[config.mk]
export PLATFORM = sky130hd
export DESIGN_NAME = panel_bus_capture
export DESIGN_NICKNAME = d
export VERILOG_FILES = /design/src/rtl/panel_bus_capture.sv
export SDC_FILE = /design/constraint.sdc
export NUM_CORES = 1
export LEC_CHECK = 0
export ABC_AREA = 1
export CORE_MARGIN = 10
export CORE_UTILIZATION = 36
export CTS_CLUSTER_SIZE = 10
export DETAILED_ROUTE_END_ITERATION = 8
export HOLD_SLACK_MARGIN = 0.02
export PLACE_DENSITY = 0.65
export SLEW_MARGIN = 5
export SYNTH_ARGS = -nofsm -noshare
export SYNTH_HDL_FRONTEND = slang
export SYNTH_SLANG_ARGS = --single-unit
export TNS_END_PERCENT = 50
[constraint.sdc]
create_clock -name clk -period 3.7 [get_ports clk]
set_clock_uncertainty 0.05 [all_clocks]
set_input_delay 0.74 -clock clk [delete_from_list [all_inputs] [get_ports clk]]
set_output_delay 0.74 -clock clk [all_outputs]
set_load 0.01 [all_outputs]
[src/rtl/panel_bus_capture.sv]
// Captures 8080 bus activity into frame-stable front-panel LED words.
// Optional `PANEL_STICKY_STATUS_EN: status LEDs show the OR of every status word latched in the frame.
module panel_bus_capture #(
  parameter int unsigned TIMEOUT = 255,
  parameter int unsigned TO_W    = 8
) (
  input  logic        clk,
  input  logic        reset_n,
  input  logic [15:0] cpu_addr,
  input  logic [7:0]  cpu_dout,
  input  logic [7:0]  cpu_din,
  input  logic        cpu_sync,
  input  logic        cpu_dbin,
  input  logic        cpu_wr_n,
  input  logic        cpu_inte,
  input  logic        cpu_prot,
  input  logic        cpu_wait,
  input  logic        cpu_hlda,
  input  logic        frame_tick,
  output logic [15:0] addrLEDs,
  output logic [7:0]  dataLEDs,
  output logic [7:0]  statusLEDs,
  output logic [3:0]  otherLEDs
);

  localparam logic [TO_W-1:0] TO_MAX = TO_W'(TIMEOUT);

  typedef enum logic {IDLE, XFER} state_t;

  state_t           state;
  logic [TO_W-1:0]  to_cnt;
  logic             sync_q;
  logic             sync_rise;
  logic [15:0]      addr_cur;
  logic [7:0]       stat_cur;
  logic [7:0]       data_cur;
  logic             wait_acc;
  logic             hlda_acc;

  assign sync_rise = cpu_sync & ~sync_q;

  // SYNC edge detect and address/status latches
  always_ff @(posedge clk or negedge reset_n) begin
    if (!reset_n) begin
      sync_q   <= 1'b0;
      addr_cur <= '0;
      stat_cur <= '0;
    end else begin
      sync_q <= cpu_sync;
      if (sync_rise) begin
        addr_cur <= cpu_addr;
        stat_cur <= cpu_dout;
      end
    end
  end

  // Transfer tracker: a new SYNC edge restarts the cycle ahead of any strobe
  always_ff @(posedge clk or negedge reset_n) begin
    if (!reset_n) begin
      state    <= IDLE;
      to_cnt   <= '0;
      data_cur <= '0;
    end else begin
      case (state)
        IDLE: begin
          if (sync_rise) begin
            state  <= XFER;
            to_cnt <= '0;
          end
        end
        XFER: begin
          if (sync_rise) begin
            to_cnt <= '0;
          end else if (cpu_dbin) begin
            data_cur <= cpu_din;
            state    <= IDLE;
          end else if (!cpu_wr_n) begin
            data_cur <= cpu_dout;
            state    <= IDLE;
          end else if (to_cnt == TO_MAX) begin
            state <= IDLE;
          end else begin
            to_cnt <= to_cnt + TO_W'(1);
          end
        end
        default: state <= IDLE;
      endcase
    end
  end

  // Frame accumulators reload with the tick-cycle input so no event is dropped
  always_ff @(posedge clk or negedge reset_n) begin
    if (!reset_n) begin
      wait_acc <= 1'b0;
      hlda_acc <= 1'b0;
    end else begin
      wait_acc <= frame_tick ? cpu_wait : (wait_acc | cpu_wait);
      hlda_acc <= frame_tick ? cpu_hlda : (hlda_acc | cpu_hlda);
    end
  end

`ifdef PANEL_STICKY_STATUS_EN
  logic [7:0] stat_acc;
  logic [7:0] stat_new;

  assign stat_new = sync_rise ? cpu_dout : 8'h00;

  always_ff @(posedge clk or negedge reset_n) begin
    if (!reset_n) begin
      stat_acc <= '0;
    end else begin
      stat_acc <= frame_tick ? stat_new : (stat_acc | stat_new);
    end
  end
`endif

  // Snapshot on frame tick; uses pre-update latch values
  always_ff @(posedge clk or negedge reset_n) begin
    if (!reset_n) begin
      addrLEDs   <= '0;
      dataLEDs   <= '0;
      statusLEDs <= '0;
      otherLEDs  <= '0;
    end else if (frame_tick) begin
      addrLEDs <= addr_cur;
      dataLEDs <= data_cur;
`ifdef PANEL_STICKY_STATUS_EN
      statusLEDs <= stat_acc | stat_new;
`else
      statusLEDs <= stat_cur;
`endif
      otherLEDs <= {hlda_acc | cpu_hlda, wait_acc | cpu_wait, cpu_prot, cpu_inte};
    end
  end

endmodule

==> run summary, run 1 <==
status - completed
maximum vdd ir drop - 0.212 mV
cts bufs inserted - 9
Fillers - 873
Post-CTS Setup Bufs - 0
slew margin rel. - 32.8%
area of the multi-input gates - 1110 µm²
Sequential Area - 2000 µm²
f_max - 0.429 GHz
Synthesized Nets - 423
initial DRC count - 189
total routed wirelength - 7.55 mm
Clock transition at path regs - 0.09 ns
Tot GR Track Use - 11.5%
max cap viols - 0
CP top delay family - buffers and inverters
crit path launch type - primary input
WL per Instance - 13.3 µm
area share of the largest cell type after synthesis - 60.5%
ANT cells - 0
Worst setup EP type - register
Post-synth EDFFs - 0
CP Launch Point - cpu_sync
Power Dens Cells - 478 nW/µm²
vias in the first global route - 2599
antenna viol nets, final - 0
yosys warns - 0
nets - 497
FF-to-FF Start - sync_q$_DFF_PN0_
Hold Fails Final Rpt - 0
Worst Path Required - 3.89 ns
CTS root buf - clkbuf_8
Die W - 116 µm
Critical Path Most Common Cell - inv_1
CP max stage cell - clkdlybuf4s50_1
CTS Sinks - 80
row cnt - 34
Area growth syn-to-layout - 31.3%
global-route wire length before repair - 12.5 mm
worst reg2reg path depth - 6
Critical Path Sink - to_cnt[0]$_DFFE_PN0P_
Clk Latency, worst-skew pair - 0.34 ns
Crit path arrival time - 2.52 ns
fraction of final layout cells with drive strength greater than 1 - 6.75%
total grt overflow - 0
initial antenna violation count - 0
Post-DP HPWL - 5.40 mm
Setup Slack @ Placement - 1.02 ns
Slew @ Worst Pin - 1.01 ns
Synth Area per Inst - 8.71 µm²
RSZ-0062 raised after global routing - false
port buffer count - 77
Post-Synthesis Cells - 380
min-delay worst type - reg2reg
RePlAce Congestion - 0.721
Buf+Inv Stages, Crit Path - 4
CTS tree - built
min Tclk post-route - 2.33 ns
router iterations before antenna repair - 4
CP cell instances - clkdlybuf4s50_1 -> inv_1 -> nor2_4 -> inv_2 -> nand3_1 -> inv_1 -> nand2_1 -> o21ai_1
Core ar. - 8850 µm²
I/O pins - 78
PostCTS Resize Cnt - 0
FF-to-FF End - to_cnt[0]$_DFFE_PN0P_
top post-synthesis cells by area - dfrtp_1 (60%), nand2_1 (20%), o21ai_0 (5.1%)
FFs w/ async S/R, synth - 100%
peak fanout along the critical path - 40
die area - 13400 µm²
# hold bufs at CTS - 0
dpl cell area - 4140 µm²
vias post-DR - 2605
largest net degree at the start of global routing - 81
Tot Pwr - 2.08 mW
CTS max path bufs - 2
Initial Utilization - 37.4%
class of the most critical setup path - in2reg
FF-to-FF setup slack - 1.87 ns
Seq cells post-synth - 80
DR vias/cell - 4.59
final worst slack - 1.37 ns
Slew Limit Fails - 0
fin area - 4350 µm²
Netlist Area Pre-Place - 3310 µm²
leakage power - 2.11 nW
Residual DRC - 0
setup TNS - 0 ns
H-tree lvl count - 3
DIE HEIGHT - 116 µm
sequential area share after synthesis - 60.5%
post-route clock period utilization - 63.0%
commonest cells in the netlist - nand2_1 (180), dfrtp_1 (80), o21ai_0 (34), inv_1 (25)
final setup vio count - 0
dominant cell type by area after synthesis - dfrtp_1
CP peak stage delay - 0.47 ns
Post-synth top flop - dfrtp_1
most common cell in the netlist - nand2_1
Worst path depth - 8
Yosys cell types - 22
-- layer usage --
metal | up-vias | global-route usage, % | part of all wire, %
met2 | 64 | 18.4 | 47
met4 | 0 | 3.25 | 1.1
met5 | - | 0 | 0
li1 | 1319 | - | -
met1 | 1214 | 14.0 | 44
met3 | 8 | 4.70 | 7.8
-- cell families after synthesis --
group / count (synthesis) / share of synthesized area, %
AND/OR/NAND/NOR: 211 / 25.7
flip-flops: 80 / 60.5
buffers and inverters: 44 / 6.01
AO/OA/AOI/OAI: 42 / 6.92
XOR/XNOR: 2 / 0.529
adder cells (fa/ha/maj): 1 / 0.378
-- power by group --
| part | total (mW) | internal (mW) | leakage, nW | switching, mW |
|---|---|---|---|---|
| combinational | 0.365 | 0.188 | 1.00 | 0.178 |
| clock | 0.670 | 0.341 | 0.105 | 0.330 |
| sequential | 1.04 | 0.986 | 1.01 | 0.0568 |
| total | 2.08 | 1.51 | 2.11 | 0.564 |
-- cell type report --
type,instances,share of cell area [%]
sequential,80,46.0
multi-input combinational,256,25.5
clock buffer,10,3.17
inverter,28,2.42
timing repair buffer,79,18.0
clock inverter,6,1.73
tap,108,3.11
-- cells in the final DEF, fill, tap and decap left out, drive strengths merged --
master	n
clkinv	1
nand2	182
nand3b	1
clkbuf	10
inv	31
clkdlybuf4s50	76
xnor2	1
nand3	12
ha	1
nor2	16
o21ai	40
xor2	1
dfrtp	80
clkinvlp	1
bufinv	1
a21oi	2
buf	3
-- worst min-delay path by stage --
| stage | startpoint | to | slack, ns | cells after the start |
|---|---|---|---|---|
| global route | addr_cur[2]$_DFFE_PN0P_ | addr_cur[2]$_DFFE_PN0P_ | 0.45 | 2 |
| finish | addrLEDs[9]$_DFFE_PN0P_ | addrLEDs[9]$_DFFE_PN0P_ | 0.42 | 2 |
| global placement | otherLEDs[0]$_DFFE_PN0P_ | otherLEDs[0]$_DFFE_PN0P_ | 0.40 | 2 |
| floorplan | reset_n | addrLEDs[0]$_DFFE_PN0P_ | 0.39 | 0 |
| CTS | addr_cur[2]$_DFFE_PN0P_ | addr_cur[2]$_DFFE_PN0P_ | 0.43 | 2 |
| detailed placement | addr_cur[2]$_DFFE_PN0P_ | addr_cur[2]$_DFFE_PN0P_ | 0.41 | 2 |
-- tightest hold or removal path: stages, from the launching register on --
cell,delay [ns]
dfrtp_1,0.35
nand2_1,0.05
nand2_1,0.04
-- state kept, by name, indices dropped and copies added, names as in the netlist --
| register | flops |
|---|---|
| statusLEDs | 8 |
| data_cur | 8 |
| hlda_acc | 1 |
| sync_q | 1 |
| wait_acc | 1 |
| otherLEDs | 4 |
| to_cnt | 8 |
| addrLEDs | 16 |
| dataLEDs | 8 |
| addr_cur | 16 |
| state | 1 |
| stat_cur | 8 |
-- per-stage QoR --
stage | hold slack (ns) | utilization, % | cells
floorplan | 0.392 | - | 380
global placement | 0.402 | 46.7 | 551
detailed placement | 0.409 | 46.7 | 551
CTS | 0.431 | 49.1 | 567
global route | 0.445 | 49.1 | 567
finish | 0.425 | 49.1 | 567
(Power assumes the default switching activity.)
==> run 2, diff against run 1 <==
PLACE_DENSITY = 0.67   (was 0.65)
clock period = 2 ns   (was 3.7 ns; I/O delays follow)
==> run 2 against run 1 <==
Total power increased by 89%. Critical endpoint is now statusLEDs[2]. Register-to-register slack worse by 1.3 ns. Via count increased by 2.2%. Non-clock buffer count increased by 9. Global-route usage rose by 0.64 points. Worst hold slack worse by 0.0038 ns. First-iteration DRC count is 23% lower. Clock power up 96%.
==> run summary, run 2 (same netlist as run 1, synthesis figures left out) <==
status - completed (unchanged)
Clock transition at path regs - 0.07 ns (was 0.09 ns)
CTS root buf - clkbuf_8 (unchanged)
Buf+Inv Stages, Crit Path - 1 (was 4)
setup TNS - 0 ns (unchanged)
max cap viols - 0 (unchanged)
Core ar. - 8850 µm² (unchanged)
peak fanout along the critical path - 2 (was 40)
CP cell instances - clkdlybuf4s50_1 (was clkdlybuf4s50_1 -> inv_1 -> nor2_4 -> inv_2 -> nand3_1 -> inv_1 -> nand2_1 -> o21ai_1)
Top Registers - addrLEDs: 16 flops, addr_cur: 16 flops (unchanged)
fin area - 4440 µm² (was 4350 µm²)
Worst Path Required - 1.55 ns (was 3.89 ns)
Post-DP HPWL - 5.71 mm (was 5.40 mm)
largest net degree at the start of global routing - 35 (was 81)
CTS max path bufs - 2 (unchanged)
Power Dens Cells - 886 nW/µm² (was 478 nW/µm²)
cts bufs inserted - 9 (unchanged)
class of the most critical setup path - reg2out (was in2reg)
leakage power - 2.17 nW (was 2.11 nW)
total grt overflow - 0 (unchanged)
CP top delay family - buffers and inverters (unchanged)
Hold Fails Final Rpt - 0 (unchanged)
Initial Utilization - 37.4% (unchanged)
die area - 13400 µm² (unchanged)
RSZ-0062 raised after global routing - false (unchanged)
Post-CTS Setup Bufs - 0 (unchanged)
total routed wirelength - 7.69 mm (was 7.55 mm)
maximum vdd ir drop - 0.351 mV (was 0.212 mV)
WL per Instance - 13.4 µm (was 13.3 µm)
Slew Limit Fails - 0 (unchanged)
PostCTS Resize Cnt - 0 (unchanged)
slew margin rel. - 74.4% (was 32.8%)
most common cell after layout, fill and taps aside - nand2_1 (unchanged)
crit path launch type - register (was primary input)
RePlAce Congestion - 0.799 (was 0.721)
CTS Sinks - 80 (unchanged)
CTS tree - built (unchanged)
antenna viol nets, final - 0 (unchanged)
dpl cells - 559 (was 551)
DR vias/cell - 4.63 (was 4.59)
most frequent cells in the layout - nand2_1 (180), dfrtp_1 (80), clkdlybuf4s50_1 (76) (unchanged)
Die W - 116 µm (unchanged)
I/O pins - 78 (unchanged)
Worst setup EP type - output pin (was register)
fraction of final layout cells with drive strength greater than 1 - 7.92% (was 6.75%)
H-tree lvl count - 3 (unchanged)
non-filler cells, final - 575 (was 567)
nets - 506 (was 497)
initial DRC count - 145 (was 189)
DIE HEIGHT - 116 µm (unchanged)
Clk Latency, worst-skew pair - 0.34 ns (about the same)
vias in the first global route - 2764 (was 2599)
min-delay worst type - reg2reg (unchanged)
min Tclk post-route - 1.71 ns
final setup vio count - 0 (unchanged)
f_max - 0.583 GHz
vias post-DR - 2662 (was 2605)
dpl cell area - 4210 µm² (was 4140 µm²)
port buffer count - 77 (unchanged)
ANT cells - 0 (unchanged)
Tot GR Track Use - 12.1% (was 11.5%)
Residual DRC - 0 (unchanged)
Area growth syn-to-layout - 34.1% (was 31.3%)
Slew @ Worst Pin - 0.384 ns (was 1.01 ns)
Tot Pwr - 3.93 mW (was 2.08 mW)
CP peak stage delay - 0.57 ns (was 0.47 ns)
CP max stage cell - clkdlybuf4s50_1 (unchanged)
router iterations before antenna repair - 4 (unchanged)
post-route clock period utilization - 85.7%
row cnt - 34 (unchanged)
global-route wire length before repair - 13.2 mm (was 12.5 mm)
Crit path arrival time - 1.26 ns (was 2.52 ns)
initial antenna violation count - 0 (unchanged)
## run 2: area by class of cell
type                    count  area [µm²]
clock buffers              12         155
clock inverters             3        65.1
fillers                   862        4410
inverters                  28         105
multi-input cells         256        1110
flip-flops and latches     80        2000
well taps                 108         135
repair buffers             88         866
## run 2: repair_timing
item | 4_1_cts | 5_1_grt
hold endpoints to repair | 25 | 0
hold buffers | 1 | 0
endpoints found under the setup margin | 0 | 0
## run 2: report_power, final
group	total [mW]	internal [mW]	leakage (nW)	switching [mW]
Sequential	1.93	1.82	1.01	0.105
Combinational	0.693	0.362	1.05	0.331
Clock	1.31	0.763	0.112	0.546
## run 2: per-stage QoR
step / utilization [%] / hold WS [ns] / worst slack, ns
2_1_floorplan: - / 0.0544 / 0.756
3_3_place_gp: 47.6 / 0.288 / 0.241
3_5_place_dp: 47.6 / 0.298 / 0.189
4_1_cts: 50.2 / 0.427 / 0.233
5_1_grt: 50.2 / 0.443 / 0.220
6_report: 50.2 / 0.421 / 0.285
## run 2: worst paths after layout
path / startpoint / endpoint / slack [ns] / depth (start not counted)
setup / recovery: statusLEDs[2]$_DFFE_PN0P_ / statusLEDs[2] / 0.29 / 1
hold / removal: addr_cur[10]$_DFFE_PN0P_ / addr_cur[10]$_DFFE_PN0P_ / 0.42 / 2
setup reg to reg: to_cnt[1]$_DFFE_PN0P_ / to_cnt[3]$_DFFE_PN0P_ / 0.55 / 8
hold reg to reg: addr_cur[10]$_DFFE_PN0P_ / addr_cur[10]$_DFFE_PN0P_ / 0.42 / 2
max in group asynchronous: reset_n / stat_cur[6]$_DFFE_PN0P_ / 0.81 / 3
min in group asynchronous: reset_n / stat_cur[3]$_DFFE_PN0P_ / 0.47 / 2
## run 2: metal layers
layer  track usage (%)  vias to the layer above  part of all wire [%]
met5                 0                        -                     0
met2              20.3                       57                    48
met3              3.82                        8                   7.0
met4              4.50                        0                   1.2
met1              14.4                     1267                    44
li1                  -                     1330                     -
==> run 3, diff against run 2 <==
CORE_UTILIZATION = 45   (was 36)
PLACE_DENSITY = 0.8   (was 0.67)
==> run 3 against run 2 <==
Non-clock buffer count decreased by 2. Die area down 17%. Final area down 1.1%. Critical path depth unchanged.
==> run summary, run 3 (same netlist as run 1, synthesis figures left out) <==
DR vias/cell - 4.70 (was 4.63)
Slew Limit Fails - 0 (unchanged)
final setup vio count - 0 (unchanged)
peak fanout along the critical path - 2 (unchanged)
RSZ-0062 raised after global routing - false (unchanged)
Tot Pwr - 3.80 mW (was 3.93 mW)
Power Dens Cells - 866 nW/µm² (was 886 nW/µm²)
largest net degree at the start of global routing - 43 (was 35)
dpl cells - 548 (was 559)
setup TNS - 0 ns (unchanged)
CTS root buf - clkbuf_8 (unchanged)
initial DRC count - 138 (was 145)
Worst setup EP type - output pin (unchanged)
post-route clock period utilization - 86.9% (was 85.7%)
Area growth syn-to-layout - 32.6% (was 34.1%)
FF-to-FF Start - to_cnt[1]$_DFFE_PN0P_ (unchanged)
I/O pins - 78 (unchanged)
CP Launch Point - statusLEDs[4]$_DFFE_PN0P_ (was statusLEDs[2]$_DFFE_PN0P_)
Slew @ Worst Pin - 0.547 ns (was 0.384 ns)
crit path launch type - register (unchanged)
row cnt - 31 (was 34)
total grt overflow - 0 (unchanged)
Critical Path Sink - statusLEDs[4] (was statusLEDs[2])
router iterations before antenna repair - 4 (unchanged)
Top Registers - addrLEDs: 16 flops, addr_cur: 16 flops (unchanged)
CTS Sinks - 80 (unchanged)
class of the most critical setup path - reg2out (unchanged)
min Tclk post-route - 1.74 ns (was 1.71 ns)
most frequent cells in the layout - nand2_1 (180), dfrtp_1 (80), clkdlybuf4s50_1 (76) (unchanged)
total routed wirelength - 7.47 mm (was 7.69 mm)
die area - 11200 µm² (was 13400 µm²)
slew margin rel. - 63.6% (was 74.4%)
vias in the first global route - 2570 (was 2764)
maximum vdd ir drop - 0.408 mV (was 0.351 mV)
initial antenna violation count - 0 (unchanged)
Clock transition at path regs - 0.08 ns (was 0.07 ns)
fraction of final layout cells with drive strength greater than 1 - 7.73% (was 7.92%)
FF-to-FF setup slack - 0.55 ns (about the same)
CTS max path bufs - 2 (unchanged)
FF-to-FF End - to_cnt[5]$_DFFE_PN0P_ (was to_cnt[3]$_DFFE_PN0P_)
DIE HEIGHT - 106 µm (was 116 µm)
worst reg2reg path depth - 8 (unchanged)
non-filler cells, final - 565 (was 575)
cts bufs inserted - 9 (unchanged)
Buf+Inv Stages, Crit Path - 1 (unchanged)
Post-CTS Setup Bufs - 0 (unchanged)
CP max stage cell - clkdlybuf4s50_1 (unchanged)
Worst path depth - 1 (unchanged)
WL per Instance - 13.2 µm (was 13.4 µm)
Tot GR Track Use - 13.4% (was 12.1%)
Clk Latency, worst-skew pair - 0.33 ns (was 0.34 ns)
CP cell instances - clkdlybuf4s50_1 (unchanged)
Residual DRC - 0 (unchanged)
port buffer count - 77 (unchanged)
Core ar. - 7210 µm² (was 8850 µm²)
max cap viols - 0 (unchanged)
leakage power - 2.14 nW (was 2.17 nW)
Initial Utilization - 45.9% (was 37.4%)
# hold bufs at CTS - 1 (unchanged)
ANT cells - 0 (unchanged)
Die W - 106 µm (was 116 µm)
hold slack - 0.422 ns (was 0.421 ns)
f_max - 0.576 GHz (was 0.583 GHz)
min-delay worst type - reg2reg (unchanged)
H-tree lvl count - 3 (unchanged)
Post-DP HPWL - 5.42 mm (was 5.71 mm)
Crit path arrival time - 1.29 ns (was 1.26 ns)
antenna viol nets, final - 0 (unchanged)
global-route wire length before repair - 12.4 mm (was 13.2 mm)
PostCTS Resize Cnt - 0 (unchanged)
RePlAce Congestion - 0.866 (was 0.799)
status - completed (unchanged)
CP top delay family - buffers and inverters (unchanged)
Worst Path Required - 1.55 ns (about the same)
vias post-DR - 2654 (was 2662)
nets - 504 (was 506)
CP peak stage delay - 0.56 ns (was 0.57 ns)
Hold Fails Final Rpt - 0 (unchanged)
most common cell after layout, fill and taps aside - nand2_1 (unchanged)
CTS tree - built (unchanged)
[run 3: changes by cell type in the layout (fill, tap and decap cells not counted), sizes merged]
cell | previous run | this run
buf | 11 | 9
bufinv | 2 | 1
clkbuf | 12 | 11
clkinv | 1 | 3
clkinvlp | 0 | 1
[run 3: area by class of cell]
cell class              count  area (µm²)
well taps                  99         124
flip-flops and latches     80        2000
fillers                   651        2830
clock inverters             5        56.3
repair buffers             86         851
multi-input cells         256        1110
clock buffers              11         141
inverters                  28         105
[run 3: power breakdown]
group / switching (mW) / internal (mW)
clock: 0.572 / 0.610
sequential: 0.102 / 1.82
combinational: 0.334 / 0.359
total: 1.01 / 2.79
[run 3: routing by layer]
layer	global-route usage, %	vias to the layer above	part of all wire, %
li1	-	1326	-
met1	16.7	1244	45
met2	21.8	75	49
met3	4.14	9	5.3
met4	4.16	0	1.2
met5	0	-	0
[run 3: worst min-delay path by stage]
| stage | from | endpoint | slack [ns] | cells past startpoint |
|---|---|---|---|---|
| final | statusLEDs[3]$_DFFE_PN0P_ | statusLEDs[3]$_DFFE_PN0P_ | 0.42 | 2 |
| after global routing | statusLEDs[3]$_DFFE_PN0P_ | statusLEDs[3]$_DFFE_PN0P_ | 0.45 | 2 |
| after CTS | addrLEDs[6]$_DFFE_PN0P_ | addrLEDs[6]$_DFFE_PN0P_ | 0.43 | 2 |
| after detailed placement | reset_n | addr_cur[0]$_DFFE_PN0P_ | 0.37 | 1 |
| after global placement | reset_n | addr_cur[3]$_DFFE_PN0P_ | 0.37 | 1 |
| after floorplan | reset_n | addrLEDs[0]$_DFFE_PN0P_ | 0.05 | 0 |
[run 3: through the flow]
stage                     instance area, µm²  setup WS [ns]  util, %
final                                   4390          0.263     60.8
after global routing                    4390          0.193     60.8
after CTS                               4390          0.237     60.8
after detailed placement                4180          0.212     58.0
after global placement                  4180          0.242     58.0
after floorplan                         3310          0.756        -
